$ cat src/rtl/if_axi_bridge_pkg.sv
// Shared constants for the instruction-fetch AXI bridge: request codes, AXI encodings,
// FSM state encoding and the beat-address helper.
package if_axi_bridge_pkg;

  localparam logic       REQ_READ  = 1'b0;
  localparam logic       REQ_WRITE = 1'b1;
  localparam logic [1:0] SIZE_W    = 2'b10;

  localparam logic [2:0] AXI_SIZE_8B     = 3'b011;
  localparam logic [1:0] AXI_BURST_INCR  = 2'b01;
  localparam logic [1:0] AXI_RESP_OKAY   = 2'b00;
  localparam logic [1:0] AXI_RESP_EXOKAY = 2'b01;
  localparam logic [1:0] AXI_RESP_SLVERR = 2'b10;
  localparam logic [1:0] AXI_RESP_DECERR = 2'b11;

  localparam logic [1:0] ST_IDLE = 2'd0;
  localparam logic [1:0] ST_AR   = 2'd1;
  localparam logic [1:0] ST_R    = 2'd2;
  localparam logic [1:0] ST_DONE = 2'd3;

  // The instruction port is 64 bits wide, so every read targets the enclosing beat.
  function automatic logic [63:0] beatAddr(input logic [63:0] addr);
    return {addr[63:3], 3'b000};
  endfunction

endpackage

$ cat src/rtl/if_axi_bridge_if.sv
// Fetch-side request/response and AXI4 read-channel signals of the bridge.
// The master modport is the bridge's view; slave is the fetch stage plus interconnect.
interface if_axi_bridge_if #(parameter int ID_W = 4) ();

  logic            if_valid_i;
  logic [63:0]     if_addr_i;
  logic [1:0]      if_size_i;
  logic            if_req_i;
  logic            if_ready_o;
  logic [63:0]     if_data_read_o;
  logic [1:0]      if_resp_o;

  logic            ar_valid_o;
  logic            ar_ready_i;
  logic [63:0]     ar_addr_o;
  logic [ID_W-1:0] ar_id_o;
  logic [7:0]      ar_len_o;
  logic [2:0]      ar_size_o;
  logic [1:0]      ar_burst_o;

  logic            r_valid_i;
  logic            r_ready_o;
  logic [63:0]     r_data_i;
  logic [1:0]      r_resp_i;
  logic            r_last_i;
  logic [ID_W-1:0] r_id_i;

  modport master (
    input  if_valid_i, if_addr_i, if_size_i, if_req_i,
    output if_ready_o, if_data_read_o, if_resp_o,
    output ar_valid_o, ar_addr_o, ar_id_o, ar_len_o, ar_size_o, ar_burst_o,
    input  ar_ready_i,
    input  r_valid_i, r_data_i, r_resp_i, r_last_i, r_id_i,
    output r_ready_o
  );

  modport slave (
    output if_valid_i, if_addr_i, if_size_i, if_req_i,
    input  if_ready_o, if_data_read_o, if_resp_o,
    input  ar_valid_o, ar_addr_o, ar_id_o, ar_len_o, ar_size_o, ar_burst_o,
    output ar_ready_i,
    output r_valid_i, r_data_i, r_resp_i, r_last_i, r_id_i,
    input  r_ready_o
  );

endinterface

$ cat src/rtl/if_axi_bridge_rdata_align.sv
// Word select for the IF_BRIDGE_ALIGN_EN build: picks the 32-bit instruction word
// addressed by bit 2 of the fetch address and zero-extends it.
module if_rdata_align (
  input  logic [63:0] i_beat,
  input  logic        i_wordSel,
  output logic [63:0] o_data
);

  assign o_data = {32'd0, (i_wordSel ? i_beat[63:32] : i_beat[31:0])};

endmodule

$ cat src/rtl/if_axi_bridge.sv
// Instruction-fetch to AXI4 single-beat read bridge with abandon (flush/jump) tolerance.
// Optional IF_BRIDGE_ALIGN_EN: return the addressed 32-bit word instead of the raw beat.
module if_axi_bridge
  import if_axi_bridge_pkg::*;
#(
  parameter int              ID_W   = 4,
  parameter logic [ID_W-1:0] AXI_ID = '0
) (
  input  logic                  clk,
  input  logic                  rst,
  if_axi_bridge_if.master       bus
);

  logic [1:0]  r_state;
  logic [63:0] r_reqAddr;
  logic [1:0]  r_reqSize;
  logic        r_stale;
  logic [63:0] r_data;
  logic [1:0]  r_resp;

  logic        w_abandon;
  logic        w_staleNow;
  logic        w_beat;
  logic [63:0] w_beatData;

  // The fetch stage walks away by dropping valid or by presenting a different address.
  assign w_abandon  = ~bus.if_valid_i | (bus.if_addr_i != r_reqAddr);
  assign w_staleNow = r_stale | w_abandon;
  assign w_beat     = bus.r_valid_i & bus.r_last_i & (bus.r_id_i == AXI_ID);

`ifdef IF_BRIDGE_ALIGN_EN
  if_rdata_align u_align (
    .i_beat    (bus.r_data_i),
    .i_wordSel (r_reqAddr[2]),
    .o_data    (w_beatData)
  );
`else
  assign w_beatData = bus.r_data_i;
`endif

  always_ff @(posedge clk or negedge rst) begin
    if (!rst) begin
      r_state   <= ST_IDLE;
      r_reqAddr <= '0;
      r_reqSize <= '0;
      r_stale   <= 1'b0;
      r_data    <= '0;
      r_resp    <= '0;
    end else begin
      case (r_state)
        ST_IDLE: begin
          if (bus.if_valid_i && (bus.if_req_i == REQ_READ)) begin
            r_reqAddr <= bus.if_addr_i;
            r_reqSize <= bus.if_size_i;
            r_stale   <= 1'b0;
            r_state   <= ST_AR;
          end
        end
        ST_AR: begin
          r_stale <= w_staleNow;
          if (bus.ar_ready_i) r_state <= ST_R;
        end
        ST_R: begin
          r_stale <= w_staleNow;
          // Beats with a foreign ID are drained but otherwise ignored.
          if (w_beat) begin
            if (w_staleNow) begin
              r_state <= ST_IDLE;
            end else begin
              r_data  <= w_beatData;
              r_resp  <= bus.r_resp_i;
              r_state <= ST_DONE;
            end
          end
        end
        default: begin
          r_stale <= w_staleNow;
          r_state <= ST_IDLE;
        end
      endcase
    end
  end

  assign bus.ar_valid_o     = (r_state == ST_AR);
  assign bus.ar_addr_o      = beatAddr(r_reqAddr);
  assign bus.ar_id_o        = AXI_ID;
  assign bus.ar_len_o       = 8'd0;
  assign bus.ar_size_o      = AXI_SIZE_8B;
  assign bus.ar_burst_o     = AXI_BURST_INCR;
  assign bus.r_ready_o      = (r_state == ST_R);
  assign bus.if_ready_o     = (r_state == ST_DONE) & ~r_stale & bus.if_valid_i &
                              (bus.if_addr_i == r_reqAddr);
  assign bus.if_data_read_o = r_data;
  assign bus.if_resp_o      = r_resp;

  // Fetches are always word-sized; anything else means a broken fetch stage.
  assert property (@(posedge clk) disable iff (!rst) (r_state == ST_AR) |-> (r_reqSize == SIZE_W));

endmodule

$ cat src/flat_wrapper.sv
// flat-port wrapper written by rule: the top's interface ports become plain ports
module if_axi_bridge_flat import if_axi_bridge_pkg::*;
#(
  parameter int              ID_W   = 4,
  parameter logic [ID_W-1:0] AXI_ID = '0
)
  (clk, rst, bus_if_valid_i, bus_if_addr_i, bus_if_size_i, bus_if_req_i, bus_if_ready_o, bus_if_data_read_o, bus_if_resp_o, bus_ar_valid_o, bus_ar_addr_o, bus_ar_id_o, bus_ar_len_o, bus_ar_size_o, bus_ar_burst_o, bus_ar_ready_i, bus_r_valid_i, bus_r_data_i, bus_r_resp_i, bus_r_last_i, bus_r_id_i, bus_r_ready_o);
  if_axi_bridge_if #(.ID_W(ID_W)) bus_i ();
  input  logic clk;
  input  logic rst;
  input wire logic [$bits(bus_i.if_valid_i)-1:0] bus_if_valid_i;
  input wire logic [$bits(bus_i.if_addr_i)-1:0] bus_if_addr_i;
  input wire logic [$bits(bus_i.if_size_i)-1:0] bus_if_size_i;
  input wire logic [$bits(bus_i.if_req_i)-1:0] bus_if_req_i;
  output wire logic [$bits(bus_i.if_ready_o)-1:0] bus_if_ready_o;
  output wire logic [$bits(bus_i.if_data_read_o)-1:0] bus_if_data_read_o;
  output wire logic [$bits(bus_i.if_resp_o)-1:0] bus_if_resp_o;
  output wire logic [$bits(bus_i.ar_valid_o)-1:0] bus_ar_valid_o;
  output wire logic [$bits(bus_i.ar_addr_o)-1:0] bus_ar_addr_o;
  output wire logic [$bits(bus_i.ar_id_o)-1:0] bus_ar_id_o;
  output wire logic [$bits(bus_i.ar_len_o)-1:0] bus_ar_len_o;
  output wire logic [$bits(bus_i.ar_size_o)-1:0] bus_ar_size_o;
  output wire logic [$bits(bus_i.ar_burst_o)-1:0] bus_ar_burst_o;
  input wire logic [$bits(bus_i.ar_ready_i)-1:0] bus_ar_ready_i;
  input wire logic [$bits(bus_i.r_valid_i)-1:0] bus_r_valid_i;
  input wire logic [$bits(bus_i.r_data_i)-1:0] bus_r_data_i;
  input wire logic [$bits(bus_i.r_resp_i)-1:0] bus_r_resp_i;
  input wire logic [$bits(bus_i.r_last_i)-1:0] bus_r_last_i;
  input wire logic [$bits(bus_i.r_id_i)-1:0] bus_r_id_i;
  output wire logic [$bits(bus_i.r_ready_o)-1:0] bus_r_ready_o;
  assign bus_i.if_valid_i = bus_if_valid_i;
  assign bus_i.if_addr_i = bus_if_addr_i;
  assign bus_i.if_size_i = bus_if_size_i;
  assign bus_i.if_req_i = bus_if_req_i;
  assign bus_if_ready_o = bus_i.if_ready_o;
  assign bus_if_data_read_o = bus_i.if_data_read_o;
  assign bus_if_resp_o = bus_i.if_resp_o;
  assign bus_ar_valid_o = bus_i.ar_valid_o;
  assign bus_ar_addr_o = bus_i.ar_addr_o;
  assign bus_ar_id_o = bus_i.ar_id_o;
  assign bus_ar_len_o = bus_i.ar_len_o;
  assign bus_ar_size_o = bus_i.ar_size_o;
  assign bus_ar_burst_o = bus_i.ar_burst_o;
  assign bus_i.ar_ready_i = bus_ar_ready_i;
  assign bus_i.r_valid_i = bus_r_valid_i;
  assign bus_i.r_data_i = bus_r_data_i;
  assign bus_i.r_resp_i = bus_r_resp_i;
  assign bus_i.r_last_i = bus_r_last_i;
  assign bus_i.r_id_i = bus_r_id_i;
  assign bus_r_ready_o = bus_i.r_ready_o;
  if_axi_bridge #(.ID_W(ID_W), .AXI_ID(AXI_ID)) u_core (.clk(clk), .rst(rst), .bus(bus_i));
endmodule
$ cat config.mk
export PLATFORM = sky130hd
export DESIGN_NAME = if_axi_bridge_flat
export DESIGN_NICKNAME = d
export VERILOG_FILES = /design/src/rtl/if_axi_bridge_pkg.sv /design/src/rtl/if_axi_bridge_if.sv /design/src/rtl/if_axi_bridge_rdata_align.sv /design/src/rtl/if_axi_bridge.sv /design/src/flat_wrapper.sv
export SDC_FILE = /design/constraint.sdc
export NUM_CORES = 1
export LEC_CHECK = 0
export ABC_AREA = 1
export CELL_PAD_IN_SITES_DETAIL_PLACEMENT = 1
export CELL_PAD_IN_SITES_GLOBAL_PLACEMENT = 1
export CORE_MARGIN = 2
export CORE_UTILIZATION = 31
export DETAILED_ROUTE_END_ITERATION = 6
export GPL_ROUTABILITY_DRIVEN = 1
export PLACE_DENSITY_LB_ADDON = 0.08
export SETUP_SLACK_MARGIN = 0.15
export SKIP_CTS_REPAIR_TIMING = 1
export SYNTH_ARGS = -nofsm -noshare
export SYNTH_HDL_FRONTEND = slang
export SYNTH_SLANG_ARGS = --single-unit
$ cat constraint.sdc
create_clock -name clk -period 2.5 [get_ports clk]
set_clock_uncertainty 0.2 [all_clocks]
set_input_delay 0.5 -clock clk [delete_from_list [all_inputs] [get_ports clk]]
set_output_delay 0.5 -clock clk [all_outputs]
set_load 0.01 [all_outputs]
==> qor.txt <==
Avg Cell Area, Syn = 7.26 um2
Worst Hold Endpoint = u_core.r_reqAddr[22]
share of cells above drive strength 1 = 0.230
global route overflow = 0
final hold violation count = 0
highest clock rate = 369 MHz
final setup fails = 1
DIE AREA = 25100 um2
first-pass GRT wire length = 40200 um
port bufs = 270
crit path buf inv count = 2
crit path time final = 2710 ps
worst r2r src = u_core.r_reqAddr[60]
Worst path slowest cell = clkdlybuf4s50_1
Core Area = 23500 um2
Syn Std Cell Area = 7390 um2
# H-tree levels = 4
failing checks = setup timing
Unique masters post-synth = 23
Critical Path AT = 2010 ps
clk_lat worst skew = 430 ps
Post-route DRC = 0
Vias = 7578
Root Buffer = clkbuf_16
Finished Cell Area = 12300 um2
Util after Layout = 0.523
CP max stage delay = 520 ps
number of I/O pins = 293
#FFs+latches synth = 133
r2r setup slk = 240 ps
worst path cell trace = clkdlybuf4s50_1 > xnor2_2 > nand2_1 > nor2_2 > nand2_2 > nor2_2 > nand3_2 > nor3_2 > buf_4
CTS tree = built
Cells after Synth = 1018
Worst-path clk slew = 60 ps
total power = 11.0 mW
reg2reg path depth = 13
Crit Path Class = in -> out
CTS Buf Count = 17
area of placed instances = 11100 um2
yosys warns = 0
Crit path max-delay family = simple AND/OR/NAND/NOR gates
synthesis-to-finish area growth = 66.0%
crit path launch type = input pin
register area share after synthesis = 0.450
unrepaired setup endpoints after global routing = true
hold depth = 2
initial core utilization = 0.315
status = finished, violations left
# rows = 56
Tcrit/Tclk final = 1.08
Layout Nets = 1530
Slew Viols, Final = 0
die width = 158 um
Post-Route WL = 27000 um
RR Endpoint = u_core.bus.if_data_read_o[31]
vias in the first global route = 7649
Most common cell on crit path = nor2_2
Die Ht = 158 um
TritonCTS Sinks = 133
setup ws final = -212 ps
Hold WS = 167 ps
pwr dens = 895 nW/um2
largest net degree at the start of global routing = 67
HPWL Detailed = 19600 um
final RePlAce weighted congestion = 0.760
Max Fanout on Critical Path = 2
Hold WC Path Type = in -> reg
most frequent cells in the layout = 358 x nand2_1, 214 x clkdlybuf4s50_1, 161 x buf_4
DR WL/cell = 15.7 um
Hold Crit Start = bus_if_addr_i[22]
Global Route Usage Sum = 0.208
initial antenna violation count = 2
Pleak = 6.70 nW
first drt pass iteration count = 4
initial DRC count = 316
final antenna-violating net count = 0
max cap viols = 0
CP endpoint kind = output port
routed vias/inst = 4.40
critical path required time = 1800 ps
VDD IR max = 462 uV
commonest non-fill, non-tap cell in the layout = nand2_1
CTS Buffer Depth = 2
[sequential cells by signal, indices dropped and copies added, names as in the netlist]
signal                     cells
u_core.r_state                 2
u_core.bus.if_data_read_o     64
u_core.r_reqAddr              64
u_core.r_stale                 1
u_core.bus.if_resp_o           2
[final cells by class]
| cell class | count | area, um2 |
|---|---|---|
| diodes | 2 | 5.00 |
| clock inverters | 14 | 159 |
| inverters | 114 | 428 |
| flip-flops and latches | 133 | 3330 |
| well taps | 319 | 399 |
| clock buffers | 18 | 439 |
| repair buffers | 446 | 4340 |
| fillers | 2862 | 11200 |
| multi-input cells | 675 | 3170 |
[per-layer routing]
metal | vias to the layer above | routed length (um) | track usage
li1 | 3762 | - | -
met1 | 3590 | 12000 | 0.276
met2 | 191 | 13000 | 0.342
met3 | 33 | 1510 | 0.0490
met4 | 2 | 427 | 0.0528
met5 | - | 13 | 0
[cells in the mapped netlist, drive strengths merged]
| library cell | n | area [um2] |
|---|---|---|
| nor4 | 1 | 6.26 |
| mux2 | 12 | 135 |
| or2 | 5 | 31.3 |
| o21ai | 54 | 270 |
| conb | 2 | 7.51 |
| buf | 102 | 738 |
| nor3 | 3 | 15.0 |
| a21oi | 1 | 5.00 |
| nand3 | 75 | 375 |
| clkbuf | 12 | 45.0 |
| nand2 | 398 | 1490 |
| nand3b | 2 | 15.0 |
| and2 | 1 | 6.26 |
| xnor2 | 13 | 114 |
| nor2 | 76 | 293 |
| o22ai | 1 | 6.26 |
| nand4 | 13 | 81.3 |
| inv | 114 | 428 |
| dfrtp | 133 | 3330 |
[metrics by stage]
step	instances	TNS, ps	worst slack [ps]
finish	1721	-212	-212
global route	1719	-303	-303
CTS	1702	-906	-906
detailed placement	1670	-20660	-855
global placement	1670	-19930	-834
floorplan	1036	0	406
[worst max path at each step]
stage / from / endpoint / slack (ps) / cells after the start
4_1_cts: bus_if_addr_i[63] / bus_if_ready_o / -910 / 12
2_1_floorplan: bus_if_addr_i[16] / bus_if_ready_o / 410 / 10
3_3_place_gp: bus_if_addr_i[13] / bus_if_ready_o / -830 / 12
6_report: bus_if_addr_i[58] / bus_if_ready_o / -210 / 9
3_5_place_dp: bus_if_addr_i[13] / bus_if_ready_o / -850 / 12
5_1_grt: u_core.r_reqAddr[33] / bus_if_ready_o / -300 / 10
[logic make-up after synthesis]
group	Yosys count	synth area share
DFF	133	0.450
and+or+nand+nor	574	0.313
AOI/OAI and AO/OA	56	0.0381
other	2	0.00102
xor gates and xnor gates	13	0.0154
muxes	12	0.0183
buffers and inverters	228	0.164
[report_power, final]
| part | internal (mW) | switching (mW) | leakage, nW | total [mW] |
|---|---|---|---|---|
| logic | 2.91 | 2.31 | 4.67 | 5.22 |
| registers | 2.67 | 0.500 | 1.74 | 3.17 |
| clock network | 1.45 | 1.15 | 0.289 | 2.59 |
Note: power is estimated with default switching activity, not from simulation.
